--- src/rtl/adder_pipe_arbiter.sv ---
// Round-robin arbiter sharing one LAT-deep 16-bit adder; results return in issue order via a credit-guarded FIFO (LAT+1 cycles min).
// Requests stall when FIFO entries plus in-flight adds reach FIFO_DEPTH; define ADDER_ARB_STATS_EN for stat_issued/stat_stall.
module adder_pipe_arbiter #(
  parameter int N_REQ      = 4,
  parameter int LAT        = 4,
  parameter int FIFO_DEPTH = 4
) (
  input  logic                       clk,
  input  logic                       rst,
  input  logic [N_REQ-1:0]           req_valid,
  output logic [N_REQ-1:0]           req_ready,
  input  logic [16*N_REQ-1:0]        req_x,
  input  logic [16*N_REQ-1:0]        req_y,
  input  logic [N_REQ-1:0]           req_cin,
  output logic [15:0]                add_x,
  output logic [15:0]                add_y,
  output logic                       add_c,
  input  logic [15:0]                add_s,
  input  logic                       add_cout,
  output logic                       rsp_valid,
  input  logic                       rsp_ready,
  output logic [$clog2(N_REQ)-1:0]   rsp_id,
  output logic [15:0]                rsp_sum,
  output logic                       rsp_cout
`ifdef ADDER_ARB_STATS_EN
  ,
  output logic [15:0]                stat_issued,
  output logic [15:0]                stat_stall
`endif
);
  localparam int IDW = $clog2(N_REQ);
  localparam int AW  = $clog2(FIFO_DEPTH);
  localparam int CW  = $clog2(FIFO_DEPTH + 1);

  logic [IDW-1:0] r_last;
  logic [LAT-1:0] r_tag_vld;
  logic [IDW-1:0] r_tag_id [LAT];
  logic [CW-1:0]  r_count;
  logic [CW-1:0]  r_inflight;
  logic [AW-1:0]  r_wptr;
  logic [AW-1:0]  r_rptr;
  logic [IDW-1:0] r_mem_id   [FIFO_DEPTH];
  logic [15:0]    r_mem_sum  [FIFO_DEPTH];
  logic           r_mem_cout [FIFO_DEPTH];

  logic           w_credit;
  logic           w_found;
  logic           w_issue;
  logic           w_push;
  logic           w_pop;
  logic [IDW-1:0] w_gnt;

  // Credits come only from registered occupancy, so a pop frees a slot one cycle later.
  assign w_credit = ({1'b0, r_count} + {1'b0, r_inflight}) < (CW+1)'(FIFO_DEPTH);
  assign w_issue  = !rst && w_found && w_credit;
  assign w_push   = r_tag_vld[LAT-1];

  // Two passes: indices above the last grant first, then wrap to the rest.
  always_comb begin
    w_found = 1'b0;
    w_gnt   = '0;
    for (int i = 0; i < N_REQ; i++) begin
      if (!w_found && req_valid[i] && (IDW'(i) > r_last)) begin
        w_found = 1'b1;
        w_gnt   = IDW'(i);
      end
    end
    for (int i = 0; i < N_REQ; i++) begin
      if (!w_found && req_valid[i] && (IDW'(i) <= r_last)) begin
        w_found = 1'b1;
        w_gnt   = IDW'(i);
      end
    end
  end

  always_comb begin
    req_ready = '0;
    add_x     = '0;
    add_y     = '0;
    add_c     = 1'b0;
    for (int i = 0; i < N_REQ; i++) begin
      if (w_issue && (w_gnt == IDW'(i))) begin
        req_ready[i] = 1'b1;
        add_x        = req_x[16*i +: 16];
        add_y        = req_y[16*i +: 16];
        add_c        = req_cin[i];
      end
    end
  end

  assign rsp_valid = !rst && (r_count != '0);
  assign w_pop     = rsp_valid && rsp_ready;
  assign rsp_id    = rsp_valid ? r_mem_id[r_rptr]   : '0;
  assign rsp_sum   = rsp_valid ? r_mem_sum[r_rptr]  : '0;
  assign rsp_cout  = rsp_valid ? r_mem_cout[r_rptr] : 1'b0;

  always_ff @(posedge clk) begin
    if (rst) begin
      r_last     <= IDW'(N_REQ - 1);
      r_tag_vld  <= '0;
      r_count    <= '0;
      r_inflight <= '0;
      r_wptr     <= '0;
      r_rptr     <= '0;
    end else begin
      if (w_issue) r_last <= w_gnt;
      r_tag_vld[0] <= w_issue;
      for (int k = 1; k < LAT; k++) r_tag_vld[k] <= r_tag_vld[k-1];
      if (w_push) r_wptr <= r_wptr + AW'(1);
      if (w_pop)  r_rptr <= r_rptr + AW'(1);
      case ({w_push, w_pop})
        2'b10:   r_count <= r_count + CW'(1);
        2'b01:   r_count <= r_count - CW'(1);
        default: ;
      endcase
      case ({w_issue, w_push})
        2'b10:   r_inflight <= r_inflight + CW'(1);
        2'b01:   r_inflight <= r_inflight - CW'(1);
        default: ;
      endcase
    end
  end

  // Payload storage needs no reset: validity lives in the tag bits and FIFO count.
  always_ff @(posedge clk) begin
    r_tag_id[0] <= w_gnt;
    for (int k = 1; k < LAT; k++) r_tag_id[k] <= r_tag_id[k-1];
    if (w_push) begin
      r_mem_id[r_wptr]   <= r_tag_id[LAT-1];
      r_mem_sum[r_wptr]  <= add_s;
      r_mem_cout[r_wptr] <= add_cout;
    end
  end

`ifdef ADDER_ARB_STATS_EN
  logic [15:0] r_stat_issued;
  logic [15:0] r_stat_stall;

  always_ff @(posedge clk) begin
    if (rst) begin
      r_stat_issued <= '0;
      r_stat_stall  <= '0;
    end else begin
      if (w_issue && (r_stat_issued != 16'hFFFF)) r_stat_issued <= r_stat_issued + 16'd1;
      if ((|req_valid) && !w_issue && (r_stat_stall != 16'hFFFF)) r_stat_stall <= r_stat_stall + 16'd1;
    end
  end

  assign stat_issued = r_stat_issued;
  assign stat_stall  = r_stat_stall;
`endif

endmodule

--- config.mk ---
export PLATFORM = sky130hd
export DESIGN_NAME = adder_pipe_arbiter
export DESIGN_NICKNAME = d
export VERILOG_FILES = /design/src/rtl/adder_pipe_arbiter.sv
export SDC_FILE = /design/constraint.sdc
export NUM_CORES = 1
export LEC_CHECK = 0
export ABC_AREA = 1
export BUFFER_PORTS_ARGS = -buffer_cell sky130_fd_sc_hd__buf_2
export CAP_MARGIN = 20
export CORE_UTILIZATION = 49
export CTS_CLUSTER_SIZE = 8
export DETAILED_ROUTE_END_ITERATION = 10
export GPL_ROUTABILITY_DRIVEN = 0
export PLACE_DENSITY = 0.81
export RECOVER_POWER = 25
export SKIP_LAST_GASP = 1
export SYNTH_ARGS = -nofsm -noshare
export SYNTH_HDL_FRONTEND = slang
export SYNTH_SLANG_ARGS = --single-unit
--- constraint.sdc ---
create_clock -name clk -period 2.7 [get_ports clk]
set_input_delay 0.27 -clock clk [delete_from_list [all_inputs] [get_ports clk]]
set_output_delay 0.27 -clock clk [all_outputs]
set_load 0.1 [all_outputs]
==> summary.md, run 1 <==
| Metric | Value |
|---|---|
| Outcome | complete, no violations |
| Synthesized area | roughly 5200 um2 |
| Fin area | around 7500 um2 |
| Pwr Density | 674 nW/um2 |
| Gr ovfl total | 0 |
| Setup Viol. Count Final | 0 |
| Slew Viols, Final | 0 |
| Rel. slew slack | 0.412 |
| Boundary Pins | between 200 and 250 |
| Die height | approximately 100 um |
| Routed Wire Length | ~16 mm |
| Inserted Clock Buffers | 9 |
| Post-route ant nets | 0 |
| Max_cap viols | 0 |
| Avg WL per Cell | 18.3 um |
| Core ar. | around 10000 um2 |
| Root Buffer Master | clkbuf_8 |
| Critical Path End Type | primary output |
| Top post-synthesis cells by area | edfxtp_1 (44%), dfxtp_1 (10%), nand3_1 (10%) |
| Commonest cells after routing, fill and taps aside | buf_2 (140), nand3_1 (103), nor2_1 (85), edfxtp_1 (76), nand4_1 (66) |
| CTS tree | yes |
| Internal power | around 3 mW |
| Syn Area/Cell | 9.25 um2 |
| RR Startpoint | r_count[2] |
| Post-synth ARST share | 0 |
| Worst vdd ir | about 0.43 mV |
| Sw power | approximately 2.1 mW |
| WHS Endpoint | r_mem_sum[0][2] |
| Clk sink count | 102 |
| Hpwl dp | 11.3 mm |
| Die X | between 100 and 150 um |
| Area leader, netlist | edfxtp_1 |
| Global-route wire length before repair | roughly 25 mm |
| Worst-path clk slew | approximately 0.090 ns |
| Hold Vio Cnt, Final | 0 |
| Leakage | 3.02 nW |
| Cell Chain, Critical Path | ha_1 -> nor2_1 -> nand3_1 -> o21bai_4 -> buf_4 -> nor2_4 -> buf_12 -> nand3_1 -> nand4_1 -> buf_12 |
| Hold Path Origin | add_s[2] |
| Dpl cell area | 7230 um2 |
| Comb power frac | 0.471 |
| Total GRT Usage | 0.289 |
| Final net count | 925 |
| Cell depth of the worst hold path | 1 |
| CP startpoint kind | flip-flop |
| R2R cell count | 10 |
| Hold Crit Class | input pin to flip-flop |
| Syn nets | 723 |
| Initial antenna violation count | 1 |
| Yosys cell types | 28 |
| Yosys warns | 0 |
| Crit-path max FO | 17 |
| Top cell type's share of synthesized area | 0.443 |
| Site row count | 37 |
| H-tree depth | 3 |
| Reg power frac | 0.348 |
| Reg2Reg Capture Point | r_inflight[2] |
| Deepest clock path buffer count | 2 |
| Arrival time worst endpoint | 2.31 ns |
| Sequential area share after synthesis | 0.544 |
| CP required | 2.43 ns |
| Area growth from synthesis to layout | 46.5% |
| DR vias | ~5300 |
| Clk pwr share | 0.181 |
| Most common cell after layout, fill and taps aside | buf_2 |
| Max Clock Skew | 0.00878 ns |
| Starting density of the core | 0.501 |
| Filler cell count | 730 |
| Top FF cell, synth | edfxtp_1 |
| Input/output buffers | approximately 210 |
| Cells after synthesis | 557 |
| Die area | about 11000 um2 |
| Final period util | 0.956 |
| Number of synthesized flops with an enable pin | 76 |
| Fraction of layout cells with a size suffix above 1 | 0.355 |
| Number of global-route vias before repair | 5206 |
| Crit Path Class | flip-flop to primary output |
| Slowest CP cell | dfxtp_1 |
| Worst Max-Slew Pin Slew | 0.881 ns |
| Largest net degree at the start of global routing | 50 |
| Critical path's largest stage delay | 0.33 ns |
| Fin Setup TNS | 0 ns |
| TritonRoute pass-1 iters | 5 |
| Fin crit period | ~2.6 ns |
| Vias/cell | approximately 5.9 |
| Drt initial violations | between 500 and 600 |
| DRC viols | 0 |
| Fmax | just under 400 MHz |
| Worst-Skew Late Latency | approximately 0.36 ns |
| Synth Register Bits | about 100 |
| Register-to-register setup slack | slightly above 0.4 ns |
| Sw frac | 0.422 |
==> worst max-delay path by stage <==
stage                        endpoint  depth (start not counted)           from  slack [ns]
after detailed placement     add_x[4]                          8  r_inflight[1]        0.18
after global routing         add_y[2]                         10     r_count[2]      -0.003
after floorplan           rsp_sum[10]                          5     r_count[1]       -0.19
after global placement       add_x[4]                          8  r_inflight[1]        0.13
final                       add_x[14]                         10     r_count[2]        0.12
after CTS                   add_x[12]                          9  r_inflight[2]      -0.008
==> cell usage after synthesis (3+ instances only) <==
cell type and count:
inv_2 4, buf_2 19, nor2_4 4, o21ai_0 49
inv_1 26, ha_1 8, buf_1 3, nand2_2 3
dfxtp_1 26, buf_4 3, nand4_1 66, a21oi_1 34
edfxtp_1 76, clkbuf_1 14, nand3_1 103, nand2_1 15
nor2_1 88
==> logic make-up (layout without fill, tap and decap cells) <==
family | Yosys count | after routing | share of synthesized area
AOI/OAI and AO/OA | 88 | 88 | 0.0899
adders and majority gates | 10 | 10 | 0.0272
buffers and inverters | 73 | 279 | 0.0629
DFF | 102 | 102 | 0.544
other | 0 | 1 | 0
and+or+nand+nor | 284 | 285 | 0.276
==> registers in the layout, indices dropped and copies added (netlist names), named ones only <==
signal      count
r_mem_cout      4
r_tag_id        8
r_mem_sum      64
r_mem_id        8
r_count         3
r_inflight      3
r_rptr          2
r_wptr          2
r_tag_vld       4
r_last          2
==> timing repair <==
action | 4_1_cts | 5_1_grt
endpoints found under the setup margin | 34 | 35
gates cloned | 1 | 1
hold buffers | 0 | 0
pin swaps | 1 | 4
buffers inserted | 0 | 7
gates resized for setup | 2 | 8
==> worst max-delay path: cells and delay by family (launching register included) <==
| kind | cells | cell delay, ns |
|---|---|---|
| buffers and inverters | 3 | 0.52 |
| DFF | 1 | 0.33 |
| AOI/OAI and AO/OA | 1 | 0.24 |
| adders and majority gates | 1 | 0.30 |
| and+or+nand+nor | 5 | 0.56 |
==> per-stage QoR <==
step	std cells	power, mW	utilization	setup slack (ns)	hold slack [ns]
2_1_floorplan	557	3.26	-	-0.188	0.310
3_3_place_gp	875	4.08	0.704	0.134	0.310
3_5_place_dp	875	4.12	0.704	0.177	0.315
4_1_cts	892	5.03	0.724	-0.00825	0.103
5_1_grt	901	5.24	0.734	-0.00335	0.138
6_report	901	5.09	0.734	0.118	0.132
==> layer usage <==
metal	GRT usage	wire length, um
met5	0	0
met1	0.318	5840
met2	0.520	8450
met4	0.145	685
met3	0.0680	1480
==> area by class of cell <==
| class | count | area, um2 | share of cell area |
|---|---|---|---|
| Tap cell | 136 | 170 | 0.0225 |
| Multi-Input combinational cell | 383 | 2160 | 0.286 |
| Inverter | 32 | 130 | 0.0172 |
| Clock buffer | 9 | 124 | 0.0164 |
| Antenna cell | 1 | 2.50 | 0.000332 |
| Sequential cell | 102 | 2800 | 0.371 |
| Timing Repair Buffer | 231 | 2100 | 0.278 |
| Clock inverter | 7 | 63.8 | 0.00845 |
==> power by group through the flow <==
stage          logic, mW  registers (mW)  clock network (mW)
3_5_place_dp        2.32            1.81                   0
4_1_cts             2.33            1.77               0.923
6_report            2.40            1.77               0.920
2_1_floorplan       1.46            1.80                   0
5_1_grt             2.48            1.78               0.980
3_3_place_gp        2.28            1.80                   0
Power figures use the tool's default switching activity.
==> run 2: changes to the inputs <==
--- a/config.mk
+++ b/config.mk
@@ -5,9 +5,9 @@
 export SDC_FILE = /design/constraint.sdc
 export NUM_CORES = 1
 export LEC_CHECK = 0
-export ABC_AREA = 1
 export BUFFER_PORTS_ARGS = -buffer_cell sky130_fd_sc_hd__buf_2
 export CAP_MARGIN = 20
+export CORE_MARGIN = 2
 export CORE_UTILIZATION = 49
 export CTS_CLUSTER_SIZE = 8
 export DETAILED_ROUTE_END_ITERATION = 10
==> run 2 against run 1 <==
The run now ends with setup timing left. Combinational power decreased by 27%. Synthesized area increased by 1.8%. Global-route usage decreased by 3.0 points. Die area increased by 5.7%. Register-to-register slack got worse by 0.16 ns. Final cell count decreased by 17%. Sequential share of layout area decreased by 0.057 points. Sequential power about the same.
==> summary.md, run 2 <==
| Metric | Value |
|---|---|
| Initial antenna violation count | 4 (+3) |
| Starting density of the core | 0.506 (+0.00445) |
| Top FF cell, synth | edfxtp_1 |
| Pwr Density | 606 nW/um2 (-10%) |
| Final net count | 772 (-17%) |
| Yosys cell types | 38 (+36%) |
| Root Buffer Master | clkbuf_8 |
| Most common cell after layout, fill and taps aside | buf_2 |
| CP required | 2.43 ns (about the same) |
| Post-synth ARST share | 0 (unchanged) |
| Top cell type's share of synthesized area | 0.435 (-0.00782) |
| Setup Viol. Count Final | 33 (+33) |
| TritonRoute pass-1 iters | 4 (-1) |
| H-tree depth | 3 (unchanged) |
| Worst Max-Slew Pin Slew | 0.575 ns (-0.306 ns) |
| CTS Hold Bufs | 0 (unchanged) |
| Hold Vio Cnt, Final | 0 (unchanged) |
| Failing checks | setup timing |
| Filler cell count | 667 (-8.6%) |
| Area growth from synthesis to layout | 44.4% |
| Hold Crit Class | input pin to flip-flop |
| Crit-path max FO | 8 (-9) |
| Compound-cell area share of the yosys netlist | 0.0844 (-0.00540) |
| Crit Path Class | flip-flop to primary output |
| DR vias | 4160 (-22%) |
| Number of synthesized flops with an enable pin | 76 (unchanged) |
| Max_cap viols | 0 (unchanged) |
| Design Power | 4.59 mW (-9.8%) |
| Cells after synthesis | 383 (-31%) |
| Leakage | 3.18 nW (+5.4%) |
| Top post-synthesis cells by area | edfxtp_1 (44%), dfxtp_1 (9.9%), mux4_2 (8.2%) |
| Die area | 11500 um2 (+5.7%) |
| Number of global-route vias before repair | 4409 (-15%) |
| Pre-CTS setup slack | 0.158 ns (-0.0192 ns) |
| Deepest clock path buffer count | 2 (unchanged) |
| Crit-path leading delay family | simple AND/OR/NAND/NOR gates |
| DRC viols | 0 (unchanged) |
| Largest register by flop count | r_mem_sum |
| Mux cell area share after synthesis | 0.158 (+0.158) |
| Max FFs per register | 64 (unchanged) |
| Routed Wire Length | 15.3 mm (-7.2%) |
| Count leader, synth | edfxtp_1 |
| Hpwl dp | 11.1 mm (-2.4%) |
| Input/output buffers | 212 (unchanged) |
| Total GRT Usage | 0.259 (-0.0305) |
| Commonest cells after routing, fill and taps aside | buf_2 (161), edfxtp_1 (76), buf_12 (39), mux2_2 (33), and3_1 (33) |
| Outcome | finished with violations |
| Drt initial violations | 251 (-57%) |
| Inserted Clock Buffers | 9 (unchanged) |
| Fmax | 363 MHz (-6.3%) |
| Cell Chain, Critical Path | ha_4 -> nor4_4 -> nand2_2 -> nor2_4 -> inv_2 -> o21bai_4 -> nor3b_4 -> buf_6 -> clkbuf_16 -> a221o_2 -> buf_12 |
| Worst vdd ir | 0.347 mV (-20%) |
| Fraction of layout cells with a size suffix above 1 | 0.553 (+0.198) |
| Largest net degree at the start of global routing | 34 (-32%) |
| Boundary Pins | 213 (unchanged) |
| Critical path's largest stage delay | 0.35 ns (+0.02 ns) |
| Die height | 107 um (+2.8%) |
| Area leader, netlist | edfxtp_1 |
| Global-route wire length before repair | 22.5 mm (-8.6%) |
| Fin crit period | 2.76 ns (+0.174 ns) |
| Clk sink count | 102 (unchanged) |
| Worst-Skew Late Latency | 0.35 ns (about the same) |
| Xor/xnor share of the synthesized area | 0.0117 (+0.0117) |
| Rel. slew slack | 0.617 (+0.204) |
| Worst-path clk slew | 0.09 ns (about the same) |
| Syn Area/Cell | 13.7 um2 (+48%) |
| Vias/cell | 5.54 (-6.4%) |
| Largest registers | r_mem_sum: 64 flops, r_mem_id: 8 flops, r_tag_id: 8 flops |
| Slew Viols, Final | 0 (unchanged) |
| Synth Area in Adders | 0.0267 (-0.000480) |
| CP bufs+invs | 4 (+1) |
| Avg WL per Cell | 20.3 um (+11%) |
| RSZ-0062 raised after global routing | yes |
| Post-route ant nets | 0 (unchanged) |
| Slowest CP cell | dfxtp_2 |
| Post-Synth Simple-Gate Area | 0.153 (-0.123) |
| Final period util | 1.02 (+0.0645) |
| Site row count | 37 (unchanged) |
| Combinational family with the most area after synthesis | multiplexers |
| Worst Slack Setup Final | -0.0560 ns (-0.174 ns) |
| Synth Register Bits | 102 (unchanged) |
| Gr ovfl total | 0 (unchanged) |
| Arrival time worst endpoint | 2.49 ns (+0.18 ns) |
| CTS tree | yes |
| Synthesized area | 5250 um2 (+1.8%) |
| Critical Path End Type | primary output |
| Sequential area share after synthesis | 0.534 (-0.00960) |
| Core ar. | 10400 um2 (+0.90%) |
| Die X | 107 um (+2.8%) |
| Top cells by count, synth | edfxtp_1 (76), a221o_1 (33), and3_1 (33), mux2_2 (33) |
| CP startpoint kind | flip-flop |
| Syn nets | 549 (-24%) |
| Yosys warns | 0 (unchanged) |
| Max Clock Skew | 0.0104 ns (+0.00166 ns) |
| Hold slack final | 0.168 ns (+0.0357 ns) |
run 2: worst reg2reg max path, cell delays in order (launching register included):
cell and delay [ns]:
dfxtp_2 0.35, ha_4 0.24, nor4_4 0.21, nand2_2 0.10, nor2_4 0.11, inv_2 0.05
buf_4 0.14, ha_1 0.21, fa_1 0.38, xnor2_1 0.14, or3_1 0.31, a21oi_1 0.15
run 2: layer usage:
layer	up-vias	global-route usage	share of wire
met5	-	0	0
met4	0	0.112	0.019
met3	20	0.0545	0.055
met2	171	0.495	0.57
met1	2055	0.272	0.36
li1	1914	-	-
run 2: stage by stage:
stage                     setup TNS (ns)  instances  instance area (um2)  utilization
final                             -0.921        751                 7570        0.730
after global routing               -4.32        751                 7570        0.730
after CTS                          -1.47        746                 7540        0.727
after detailed placement               0        722                 7180        0.693
after global placement                 0        722                 7180        0.693
after floorplan                  -0.0462        383                 5370            -
run 2: cells by family after synthesis:
group / count (synthesis)
buffers and inverters: 35
DFF: 102
muxes: 55
xor gates and xnor gates: 7
adders and majority gates: 10
and+or+nand+nor: 126
AOI/OAI and AO/OA: 48
run 2: what timing repair did:
action	in CTS	in global routing
gates cloned	2	1
gates resized for setup	6	5
setup endpoints to repair	34	34
pin swaps	5	8
buffers inserted	6	0
run 2: cell type report:
| cell class | count | area [um2] | area share |
|---|---|---|---|
| Antenna cell | 4 | 10.0 | 0.00132 |
| Clock buffer | 10 | 128 | 0.0169 |
| Clock inverter | 6 | 110 | 0.0145 |
| Inverter | 9 | 33.8 | 0.00446 |
| Multi-Input combinational cell | 246 | 2430 | 0.321 |
| Sequential cell | 102 | 2810 | 0.371 |
| Tap cell | 136 | 170 | 0.0225 |
| Timing Repair Buffer | 238 | 1880 | 0.249 |
run 2: final timing paths:
path / start / to / slack [ns] / cells past startpoint
setup / recovery: r_inflight[2] / add_y[0] / -0.06 / 11
setup reg to reg: r_inflight[2] / r_inflight[2] / 0.25 / 11
hold / removal: add_s[11] / r_mem_sum[2][11] / 0.17 / 1
hold reg to reg: r_tag_id[1][0] / r_tag_id[2][0] / 0.33 / 0
run 2: report_power, final:
part,leakage (nW),switching [mW],internal [mW]
clock,0.114,0.480,0.614
sequential,0.900,0.0236,1.72
combinational,2.16,1.05,0.700
